$ cat src/rtl/truth_table_scanner.sv
// truth_table_scanner
//
// Drives a combinational function block through every input vector,
// captures its response into a truth-table register and compares that
// response against a reference table latched when the scan starts.
//
// Parameters:
//   N_IN    number of function inputs; the table is 2**N_IN bits wide
//   SETTLE  extra cycles each vector is held before q_in is sampled
//
// Ports:
//   clk        clock; all state changes on its rising edge
//   rst        asynchronous active-high reset
//   start      scan request, accepted only while idle
//   expected   reference table, bit i = expected q for vector i
//   vec        function inputs (vec[3]=a ... vec[0]=d for N_IN=4)
//   q_in       function output, sampled at the end of each settle window
//   busy       high while a scan is in progress
//   done       one-cycle pulse when the scan completes
//   table_out  captured truth table, bit i = q for vector i
//   mismatch   captured table differed from the reference in some bit
//   first_bad  lowest mismatching vector index (0 when mismatch=0)
module truth_table_scanner #(
    parameter int N_IN   = 4,
    parameter int SETTLE = 1
) (
    input  logic                  clk,
    input  logic                  rst,
    input  logic                  start,
    input  logic [2**N_IN-1:0]    expected,
    output logic [N_IN-1:0]       vec,
    input  logic                  q_in,
    output logic                  busy,
    output logic                  done,
    output logic [2**N_IN-1:0]    table_out,
    output logic                  mismatch,
    output logic [N_IN-1:0]       first_bad
);

    localparam int TW    = 2**N_IN;
    // Counter needs at least one bit even when SETTLE=0.
    localparam int CNT_W = (SETTLE < 1) ? 1 : $clog2(SETTLE + 1);
    localparam logic [CNT_W-1:0] CNT_LAST = CNT_W'(SETTLE);
    localparam logic [N_IN-1:0]  VEC_LAST = {N_IN{1'b1}};

    typedef enum logic {
        IDLE = 1'b0,
        RUN  = 1'b1
    } state_t;

    state_t            state_q,     state_d;
    logic [N_IN-1:0]   vec_q,       vec_d;
    logic [CNT_W-1:0]  cnt_q,       cnt_d;
    logic [TW-1:0]     exp_q,       exp_d;
    logic [TW-1:0]     table_q,     table_d;
    logic              mismatch_q,  mismatch_d;
    logic [N_IN-1:0]   first_bad_q, first_bad_d;
    logic              done_q,      done_d;

    always_ff @(posedge clk or posedge rst) begin
        if (rst) begin
            state_q     <= IDLE;
            vec_q       <= '0;
            cnt_q       <= '0;
            exp_q       <= '0;
            table_q     <= '0;
            mismatch_q  <= 1'b0;
            first_bad_q <= '0;
            done_q      <= 1'b0;
        end else begin
            state_q     <= state_d;
            vec_q       <= vec_d;
            cnt_q       <= cnt_d;
            exp_q       <= exp_d;
            table_q     <= table_d;
            mismatch_q  <= mismatch_d;
            first_bad_q <= first_bad_d;
            done_q      <= done_d;
        end
    end

    always_comb begin
        state_d     = state_q;
        vec_d       = vec_q;
        cnt_d       = cnt_q;
        exp_d       = exp_q;
        table_d     = table_q;
        mismatch_d  = mismatch_q;
        first_bad_d = first_bad_q;
        done_d      = 1'b0;

        case (state_q)
            IDLE: begin
                // Accepted even during the done cycle; the done pulse still
                // ends on this edge because done_d defaults to 0.
                if (start) begin
                    state_d     = RUN;
                    vec_d       = '0;
                    cnt_d       = '0;
                    exp_d       = expected;
                    table_d     = '0;
                    mismatch_d  = 1'b0;
                    first_bad_d = '0;
                end
            end
            RUN: begin
                if (cnt_q == CNT_LAST) begin
                    // Last edge of this vector's settle window: sample.
                    table_d[vec_q] = q_in;
                    if ((q_in != exp_q[vec_q]) && !mismatch_q) begin
                        mismatch_d  = 1'b1;
                        first_bad_d = vec_q;
                    end
                    cnt_d = '0;
                    if (vec_q == VEC_LAST) begin
                        state_d = IDLE;
                        vec_d   = '0;
                        done_d  = 1'b1;
                    end else begin
                        vec_d = vec_q + 1'b1;
                    end
                end else begin
                    cnt_d = cnt_q + 1'b1;
                end
            end
            default: begin
                state_d = IDLE;
                vec_d   = '0;
            end
        endcase
    end

    assign vec       = vec_q;
    assign busy      = (state_q == RUN);
    assign done      = done_q;
    assign table_out = table_q;
    assign mismatch  = mismatch_q;
    assign first_bad = first_bad_q;

endmodule

$ cat config.mk
export PLATFORM = sky130hd
export DESIGN_NAME = truth_table_scanner
export DESIGN_NICKNAME = d
export VERILOG_FILES = /design/src/rtl/truth_table_scanner.sv
export SDC_FILE = /design/constraint.sdc
export NUM_CORES = 1
export LEC_CHECK = 0
export ABC_AREA = 1
export CORE_MARGIN = 2
export CORE_UTILIZATION = 40
export CTS_BUF_LIST = sky130_fd_sc_hd__clkbuf_16
export CTS_CLUSTER_DIAMETER = 120
export DETAILED_ROUTE_END_ITERATION = 8
export HOLD_SLACK_MARGIN = 0.1
export PLACE_DENSITY = 0.66
export SYNTH_ARGS = -nofsm -noshare
export SYNTH_HDL_FRONTEND = slang
export SYNTH_SLANG_ARGS = --single-unit
$ cat constraint.sdc
create_clock -name clk -period 1.97 [get_ports clk]
set_input_delay 0.394 -clock clk [delete_from_list [all_inputs] [get_ports clk]]
set_output_delay 0.394 -clock clk [all_outputs]
set_load 0.01 [all_outputs]
==> results.cfg <==
[flow_run]
maxCapViolCount = 0

[cells_and_area]
fillers = 519
synthToLayoutAreaGrowth_pct = 32.3
stdcell_count = 383
layout_commonest_cell = nand2_1
final_area_um2 = 2830
drive_above_1_share_pct = 9.90
diodes = 0
nets = 336
final_cell_mix = nand2_1, clkdlybuf4s50_1, dfrtp_1

[global_routing]
grt_pass1_vias = 1802
grt_max_degree = 45
gr-usage-all-layers_pct = 17.7
grt_antenna_before_repair = 0
gr-total-overflow = 0
use_met1_pct = 23.4
grtUsageMet2_pct = 29.1
busiest_layer = met2
grt_pass1_wl_mm = 8.32
grt_use_met3_pct = 3.76

[synthesis]
yosysUniqueCellTypes = 24
syn_nets = 284
synth_seq_cells = 44
synth_cells = 260
ys_seq_area_share_pct = 51.6
syn_area_um2 = 2140
postSynthAreaPerCell_um2 = 8.21
synth_warnings = 0

[worst_setup_path]
max_stage_delay_ns = 0.61
reg2reg_slack_ns = 0.30
crit_required_ns = 1.58
arrival_ns = 1.43
slowest_stage = clkdlybuf4s50_1
start_kind = register
endpoint_kind = output port
crit_fanout = 9
setup.worst_path.class = reg2out
path_cells = clkdlybuf4s50_1
path_buf_inv = 1
path_delay_family = buffers and inverters

[power]
powerDensity_nw_per_um2 = 1590
ir_drop_mv = 0.651
leakage_nw = 1.33

[place]
dp_hpwl_mm = 3.33
dp_cells = 375
place_ws_ns = 0.185
io_buffers = 46
gp_congestion = 0.779
post_dp_cell_area_um2 = 2690

[floorplanning]
core-area_um2 = 5140
num_io_pins = 47
dieArea_um2 = 5940
die_w_um = 77.1
dieHeight_um = 77.1
initial_core_util_pct = 41.6
rows = 26

[clock_network]
insertion_delay_ns = 0.28
numCtsBuffers = 5
post_cts_buffers = 0
clock_path_buffers = 2
hold_buffers = 0
clk_pin_slew_ns = 0.06
cts_root_buf = clkbuf_16
cts.sinks = 44
cts_tree = done
cts_max_level = 2

[timing]
worst_pin_slew_ns = 0.537
hold_viol = 0
fin_skew_ns = 0.00485
fin_crit_ns = 1.83
setup_viol = 0
final_max_slew_viol_count = 0
period_share_pct = 92.8
rsz0062_at_grt = false
timing.final.ws_setup_ns = 0.142
fmax_ghz = 0.547
setup_tns_ns = 0
slew_headroom_pct = 64.2

[hold_path]
hp-class = reg2reg

[run_status]
status = finished clean

[drt]
wire_per_inst_um = 12.1
vias_per_cell = 4.73
drt_iter0_markers = 120
antenna_left = 0
vias = 1811
drcViolationCount = 0
wirelength_mm = 4.65
drt-pass1-iter-count = 4
worst paths after layout:
path                           from  cells after the start            to
min in group asynchronous       rst                      3        vec[2]
setup reg to reg             vec[0]                     10  first_bad[3]
max in group asynchronous       rst                      3        vec[0]
hold / removal             mismatch                      2      mismatch
setup / recovery               busy                      1          busy
hold reg to reg            mismatch                      2      mismatch
power breakdown:
| group | total (W) | switching [W] | internal (W) |
|---|---|---|---|
| combinational | 0.00211 | 0.00116 | 0.000953 |
| sequential | 0.00161 | 0.000284 | 0.00133 |
| clock | 0.000775 | 0.000319 | 0.000456 |
cell families (layout without fill, tap and decap cells):
| group | Yosys count | count (layout) | synth area share, % |
|---|---|---|---|
| AOI/OAI and AO/OA | 46 | 46 | 11.9 |
| DFF | 44 | 44 | 51.6 |
| adders and majority gates | 4 | 4 | 2.34 |
| xor gates and xnor gates | 1 | 1 | 0.410 |
| buffers and inverters | 42 | 95 | 7.85 |
| and+or+nand+nor | 123 | 123 | 26.0 |
sequential cells by signal, summed over array words and instances (netlist names):
name       cells
cnt_q          1
exp_q         16
busy           1
table_out     16
done           1
mismatch       1
first_bad      4
vec            4
stage by stage:
| stage | hold slack [ns] | total power (W) | utilization (%) |
|---|---|---|---|
| finish | 0.505 | 0.00450 | 55.0 |
| global route | 0.547 | 0.00489 | 55.0 |
| CTS | 0.512 | 0.00454 | 55.0 |
| detailed placement | 0.499 | 0.00374 | 52.3 |
| global placement | 0.492 | 0.00371 | 52.3 |
| floorplan | 0.486 | 0.00290 | - |
cells in the mapped netlist:
cell | instances | share of area [%]
o21ai_4 | 1 | 0.76
nor3_1 | 4 | 0.94
nand2_2 | 4 | 1.2
nor2_2 | 3 | 0.88
o21ai_1 | 14 | 3.3
dfrtp_1 | 44 | 52
nand4_1 | 4 | 1.2
buf_6 | 1 | 0.53
nor2_4 | 1 | 0.53
nand2_1 | 74 | 13
inv_2 | 6 | 1.1
nand3_2 | 4 | 1.9
nand3_4 | 1 | 0.82
clkbuf_1 | 3 | 0.53
o21ai_0 | 8 | 1.9
ha_1 | 4 | 2.3
buf_2 | 2 | 0.47
nor2_1 | 17 | 3.0
a31oi_1 | 2 | 0.59
o22ai_1 | 8 | 2.3
inv_1 | 30 | 5.3
a21oi_1 | 13 | 3.0
nand3_1 | 11 | 2.6
xor2_1 | 1 | 0.41
what timing repair did:
action	in CTS	in global routing
endpoints found under the setup margin	1	0
gates resized for setup	1	0
endpoints found under the hold margin	0	0
per-layer routing:
metal  vias to the layer above  wire [um]  part of all wire (%)
met4                         0         77                   1.7
met1                       823       2180                    47
met2                        41       2150                    46
met5                         -          0                     0
met3                         6        237                   5.1
li1                        941          -                     -
cell type report:
cell class / instances / area, um^2 / share of cell area (%)
multi-input cells: 174 / 867 / 30.7
clock inverters: 3 / 11.3 / 0.398
repair buffers: 51 / 498 / 17.6
inverters: 36 / 135 / 4.78
well taps: 70 / 87.6 / 3.10
clock buffers: 5 / 125 / 4.43
flip-flops and latches: 44 / 1100 / 39.0
Note: power is estimated with default switching activity, not from simulation.
